==> src/rtl/seq_alu.sv <==
// seq_alu: registered ALU with single-cycle ADD/SUB/AND/OR/XOR/SLT/SLL ops
// and an iterative shift-add unsigned multiplier.
// Ports:
//   clk, rst_n       clock, synchronous active-low reset
//   start, op        request (sampled only in IDLE), operation select
//   A, B             operands
//   busy             high while a multiply iterates
//   done             one-cycle pulse when C/C_hi/flags update
//   C, C_hi          result (C_hi = high half of MUL product, else 0)
//   zero, carry,     status flags for the most recent completion
//   ovf, neg
module seq_alu #(
  parameter int unsigned WIDTH = 4,
  parameter int unsigned SHW   = $clog2(WIDTH)
) (
  input  logic             clk,
  input  logic             rst_n,
  input  logic             start,
  input  logic [2:0]       op,
  input  logic [WIDTH-1:0] A,
  input  logic [WIDTH-1:0] B,
  output logic             busy,
  output logic             done,
  output logic [WIDTH-1:0] C,
  output logic [WIDTH-1:0] C_hi,
  output logic             zero,
  output logic             carry,
  output logic             ovf,
  output logic             neg
);

  localparam int unsigned CW = $clog2(WIDTH + 1);

  localparam logic [0:0] S_IDLE = 1'b0;
  localparam logic [0:0] S_MUL  = 1'b1;

  localparam logic [2:0] OP_ADD = 3'b000;
  localparam logic [2:0] OP_SUB = 3'b001;
  localparam logic [2:0] OP_AND = 3'b010;
  localparam logic [2:0] OP_OR  = 3'b011;
  localparam logic [2:0] OP_XOR = 3'b100;
  localparam logic [2:0] OP_SLT = 3'b101;
  localparam logic [2:0] OP_SLL = 3'b110;
  localparam logic [2:0] OP_MUL = 3'b111;

  logic [0:0]       state, state_n;
  logic [WIDTH-1:0] mcand, mcand_n;
  logic [WIDTH-1:0] mplier, mplier_n;
  logic [WIDTH-1:0] acc, acc_n;
  logic [CW-1:0]    cnt, cnt_n;
  logic             busy_n, done_n, zero_n, carry_n, ovf_n, neg_n;
  logic [WIDTH-1:0] c_n, c_hi_n;

  // Single-cycle datapath
  logic [WIDTH:0]   add_sum, sub_sum;
  logic [WIDTH-1:0] alu_res;
  logic             alu_carry, alu_ovf;

  // One multiply step: conditional add into the upper half, then shift right
  logic [WIDTH:0]   mul_sum;
  logic [WIDTH-1:0] mul_acc_nx, mul_mpl_nx;

  assign add_sum    = {1'b0, A} + {1'b0, B};
  assign sub_sum    = {1'b0, A} - {1'b0, B};
  assign mul_sum    = {1'b0, acc} + {1'b0, (mplier[0] ? mcand : WIDTH'(0))};
  assign mul_acc_nx = mul_sum[WIDTH:1];
  assign mul_mpl_nx = {mul_sum[0], mplier[WIDTH-1:1]};

  // Result and flag selection for non-multiply ops
  always_comb begin
    alu_res   = '0;
    alu_carry = 1'b0;
    alu_ovf   = 1'b0;
    case (op)
      OP_ADD: begin
        alu_res   = add_sum[WIDTH-1:0];
        alu_carry = add_sum[WIDTH];
        alu_ovf   = (A[WIDTH-1] == B[WIDTH-1]) && (add_sum[WIDTH-1] != A[WIDTH-1]);
      end
      OP_SUB: begin
        alu_res   = sub_sum[WIDTH-1:0];
        alu_carry = sub_sum[WIDTH];
        alu_ovf   = (A[WIDTH-1] != B[WIDTH-1]) && (sub_sum[WIDTH-1] != A[WIDTH-1]);
      end
      OP_AND:  alu_res = A & B;
      OP_OR:   alu_res = A | B;
      OP_XOR:  alu_res = A ^ B;
      OP_SLT:  alu_res = ($signed(A) < $signed(B)) ? WIDTH'(1) : WIDTH'(0);
      // Amounts >= WIDTH (non power-of-two widths) shift everything out
      OP_SLL:  alu_res = A << B[SHW-1:0];
      default: alu_res = '0;
    endcase
  end

  // State and output registers
  always_ff @(posedge clk) begin
    if (!rst_n) begin
      state  <= S_IDLE;
      mcand  <= '0;
      mplier <= '0;
      acc    <= '0;
      cnt    <= '0;
      busy   <= 1'b0;
      done   <= 1'b0;
      C      <= '0;
      C_hi   <= '0;
      zero   <= 1'b0;
      carry  <= 1'b0;
      ovf    <= 1'b0;
      neg    <= 1'b0;
    end else begin
      state  <= state_n;
      mcand  <= mcand_n;
      mplier <= mplier_n;
      acc    <= acc_n;
      cnt    <= cnt_n;
      busy   <= busy_n;
      done   <= done_n;
      C      <= c_n;
      C_hi   <= c_hi_n;
      zero   <= zero_n;
      carry  <= carry_n;
      ovf    <= ovf_n;
      neg    <= neg_n;
    end
  end

  // Next-state and next-output logic
  always_comb begin
    state_n  = state;
    mcand_n  = mcand;
    mplier_n = mplier;
    acc_n    = acc;
    cnt_n    = cnt;
    busy_n   = busy;
    done_n   = 1'b0;
    c_n      = C;
    c_hi_n   = C_hi;
    zero_n   = zero;
    carry_n  = carry;
    ovf_n    = ovf;
    neg_n    = neg;
    case (state)
      S_IDLE: begin
        if (start) begin
          if (op == OP_MUL) begin
            mcand_n  = A;
            mplier_n = B;
            acc_n    = '0;
            cnt_n    = '0;
            busy_n   = 1'b1;
            state_n  = S_MUL;
          end else begin
            c_n     = alu_res;
            c_hi_n  = '0;
            zero_n  = (alu_res == '0);
            carry_n = alu_carry;
            ovf_n   = alu_ovf;
            neg_n   = alu_res[WIDTH-1];
            done_n  = 1'b1;
          end
        end
      end
      S_MUL: begin
        acc_n    = mul_acc_nx;
        mplier_n = mul_mpl_nx;
        cnt_n    = cnt + CW'(1);
        if (cnt == CW'(WIDTH - 1)) begin
          c_n     = mul_mpl_nx;
          c_hi_n  = mul_acc_nx;
          zero_n  = ({mul_acc_nx, mul_mpl_nx} == '0);
          carry_n = 1'b0;
          ovf_n   = 1'b0;
          neg_n   = mul_acc_nx[WIDTH-1];
          busy_n  = 1'b0;
          done_n  = 1'b1;
          state_n = S_IDLE;
        end
      end
      default: state_n = S_IDLE;
    endcase
  end

endmodule

==> config.mk <==
export PLATFORM = sky130hd
export DESIGN_NAME = seq_alu
export DESIGN_NICKNAME = d
export VERILOG_FILES = /design/src/rtl/seq_alu.sv
export SDC_FILE = /design/constraint.sdc
export NUM_CORES = 1
export LEC_CHECK = 0
export BUFFER_PORTS_ARGS = -buffer_cell sky130_fd_sc_hd__buf_2
export CAP_MARGIN = 15
export CORE_UTILIZATION = 45
export CTS_BUF_LIST = sky130_fd_sc_hd__clkbuf_16
export DETAILED_ROUTE_END_ITERATION = 8
export PLACE_DENSITY = 0.67
export RECOVER_POWER = 25
export REMOVE_ABC_BUFFERS = 1
export SETUP_SLACK_MARGIN = 0.5
export SLEW_MARGIN = 20
export SYNTH_ARGS = -nofsm -noshare
export SYNTH_HDL_FRONTEND = slang
export SYNTH_SLANG_ARGS = --single-unit
==> constraint.sdc <==
create_clock -name clk -period 2.1 [get_ports clk]
set_input_delay 0.105 -clock clk [delete_from_list [all_inputs] [get_ports clk]]
set_output_delay 0.105 -clock clk [all_outputs]
set_load 0.005 [all_outputs]
==> results.ini <==
[layout]
design_area_um2 = 2920
syn2layout_area_growth_pct = 37.3
fin_nets = 342
diodes = 0
layout-drive-gt1-share = 0.362
stdcell_count = 359
fin_util = 0.657

[timing]
max_freq_mhz = 549
hold_violations = 0
finClkSkew_ps = 6.38
slew_headroom = 0.703
finalSetupViolCount = 0
rsz0062_at_grt = true
drv_slew = 0
tightest_slew_ps = 444
timing.final.ws_setup_ps = 278
min_period_ps = 1820
finalCritPeriodShare = 0.867

[route]
dr_total_vias = 2032
drt_iter0_markers = 125
drc = 0
dr.pass1.iters = 4
via_per_inst = 5.66
postRouteAntennaNets = 0
wire_per_inst_um = 16.1
drt-total-wl_um = 5780

[die]
die_width_um = 70.8
pin_count = 28
rows = 24
start_util = 0.479
die_h_um = 70.8
die_area_um2 = 5010
core-area_um2 = 4440

[worst_hold_path]
hold-path-cell-count = 3
hold_class = input port to flop

[synthesis]
syn_avg_cell_area_um2 = 8.28
synth_flop_cell = dfxtp_1
synth_seq_cells = 30
ys_warn_count = 0
synthArstFlopShare = 0
synth_top_family_by_area = compound AO/OA/AOI/OAI gates
muxShareOfSynthArea = 0.0470
yosysSeqAreaShare = 0.282
synth-adder-area-share = 0.140
yosys.area_share.simple = 0.228
synthXorXnorAreaFrac = 0.0123
synth_area_um2 = 2130
synth_compound_area_frac = 0.232
synth_cell_type_count = 53
synth_edf_count = 0
syn_inst = 257

[job]
maxCapViolCount = 0

[cts]
cts-buffers-inserted = 5
cts.hold.buffers_added = 0
root_buffer = clkbuf_16
clock_latency_ps = 280
htree_levels = 2
cts_sinks = 30
clkSlewWorstSetupHoldPaths_ps = 50
clk_path_buf_depth = 2
cts_tree = done

[global_route]
grt_pass1_vias = 1892
grt_pass1_wl_um = 9040
overflow = 0
grt_usage = 0.230
antenna_found_initial = 0
grt_start_max_net_pins = 31

[critical_path]
start_kind = flop
critPathKind = flop to flop
worstRegToRegCells = 7
worstPathRequired_ps = 2300
worstSetupEndpointType = flop
path_max_fanout = 3
cp_data_arrival_time_ps = 2030

[place]
portBuffers = 27
dp.cells = 343
dp_slack_ps = -40.7
place_area_um2 = 2440
hpwl_um = 3910
gp_congestion = 0.874

[power]
p_leak_uw = 0.00127
irDropWorstVdd_mv = 0.372
power_uw = 1640
power_density_nw_per_um2 = 561

[outcome]
status = finished, final reports clean

## flip-flops by register name, indices dropped and copies added, names as in the netlist, 3 cells and up
| register | cells |
|---|---|
| C | 4 |
| C_hi | 4 |
| acc | 4 |
| cnt | 3 |
| mcand | 4 |
| mplier | 4 |
## worst max-delay path, stage by stage (launching register included)
cell	delay, ps
dfxtp_4	350
and2_4	160
ha_4	140
inv_2	40
fa_2	530
nor4b_4	200
nand4b_1	160
a31oi_1	170
## timing repair
action                     CTS  global route
pin swaps                   15            22
setup endpoints to repair   15            15
buffers inserted             2             5
gates resized for setup     35            40
cloned                       0             1
## area by class of cell
class | count | area, um^2
Sequential cell | 30 | 607
Tap cell | 52 | 65.1
Inverter | 15 | 56.3
Multi-Input combinational cell | 198 | 1670
Timing Repair Buffer | 56 | 390
Clock buffer | 5 | 125
Fill cell | 368 | 1520
Clock inverter | 3 | 12.5
## final timing paths
path                   from        to  slack, ps
hold / removal         A[3]  mcand[3]        110
setup reg to reg  mplier[0]      zero        280
setup / recovery  mplier[0]      zero        280
hold reg to reg        C[2]      C[2]        440
## cell families after synthesis
group	after synthesis
AOI/OAI and AO/OA	70
xor gates and xnor gates	3
adders and majority gates	22
buffers and inverters	30
DFF	30
muxes	10
and+or+nand+nor	92
## synth_stat cells (3+ instances only)
| library cell | n | share of area |
|---|---|---|
| a21oi_1 | 13 | 0.031 |
| o21ai_0 | 12 | 0.028 |
| buf_2 | 5 | 0.012 |
| nor2_1 | 16 | 0.028 |
| o21a_1 | 4 | 0.014 |
| a211oi_1 | 3 | 0.011 |
| nor2b_1 | 13 | 0.038 |
| nand2b_1 | 6 | 0.018 |
| mux2i_1 | 10 | 0.047 |
| and2_1 | 13 | 0.038 |
| fa_1 | 3 | 0.028 |
| nand2_1 | 27 | 0.048 |
| a21boi_0 | 9 | 0.032 |
| nand3_1 | 5 | 0.012 |
| a21o_1 | 3 | 0.011 |
| inv_1 | 15 | 0.026 |
| dfxtp_1 | 30 | 0.28 |
| ha_1 | 19 | 0.11 |
| clkbuf_1 | 8 | 0.014 |
## placed cells by master, fill, tap and decap left out, types with 4 or more instances in the layout
cell type,count
buf_4,25
o21ai_0,9
clkbuf_16,5
o21a_1,4
nor2_1,15
buf_2,20
ha_4,8
buf_6,6
a21boi_0,6
and2_1,10
clkbuf_1,4
nand2_1,24
mux2i_1,9
a21oi_1,11
inv_2,5
ha_1,9
nand2b_1,6
nor2b_1,11
inv_1,11
dfxtp_1,27
## metrics by stage
step | TNS (ps) | hold WS (ps)
final | 0 | 107
after global routing | 0 | 124
after CTS | 0 | 160
after detailed placement | -40.7 | 446
after global placement | 0 | 440
after floorplan | 0 | 222
## routing by layer
metal  track usage  wire length [um]  vias up
met5             0                 0        -
met4        0.0778               148        0
met3        0.0456               269       17
met2         0.387              2650       54
met1         0.297              2720      961
li1              -                 -     1000
## report_power, final
| part | total, uW | switching (uW) | internal, uW |
|---|---|---|---|
| logic | 363 | 188 | 175 |
| registers | 599 | 11.6 | 588 |
| clock network | 676 | 249 | 427 |
(Power assumes the default switching activity.)
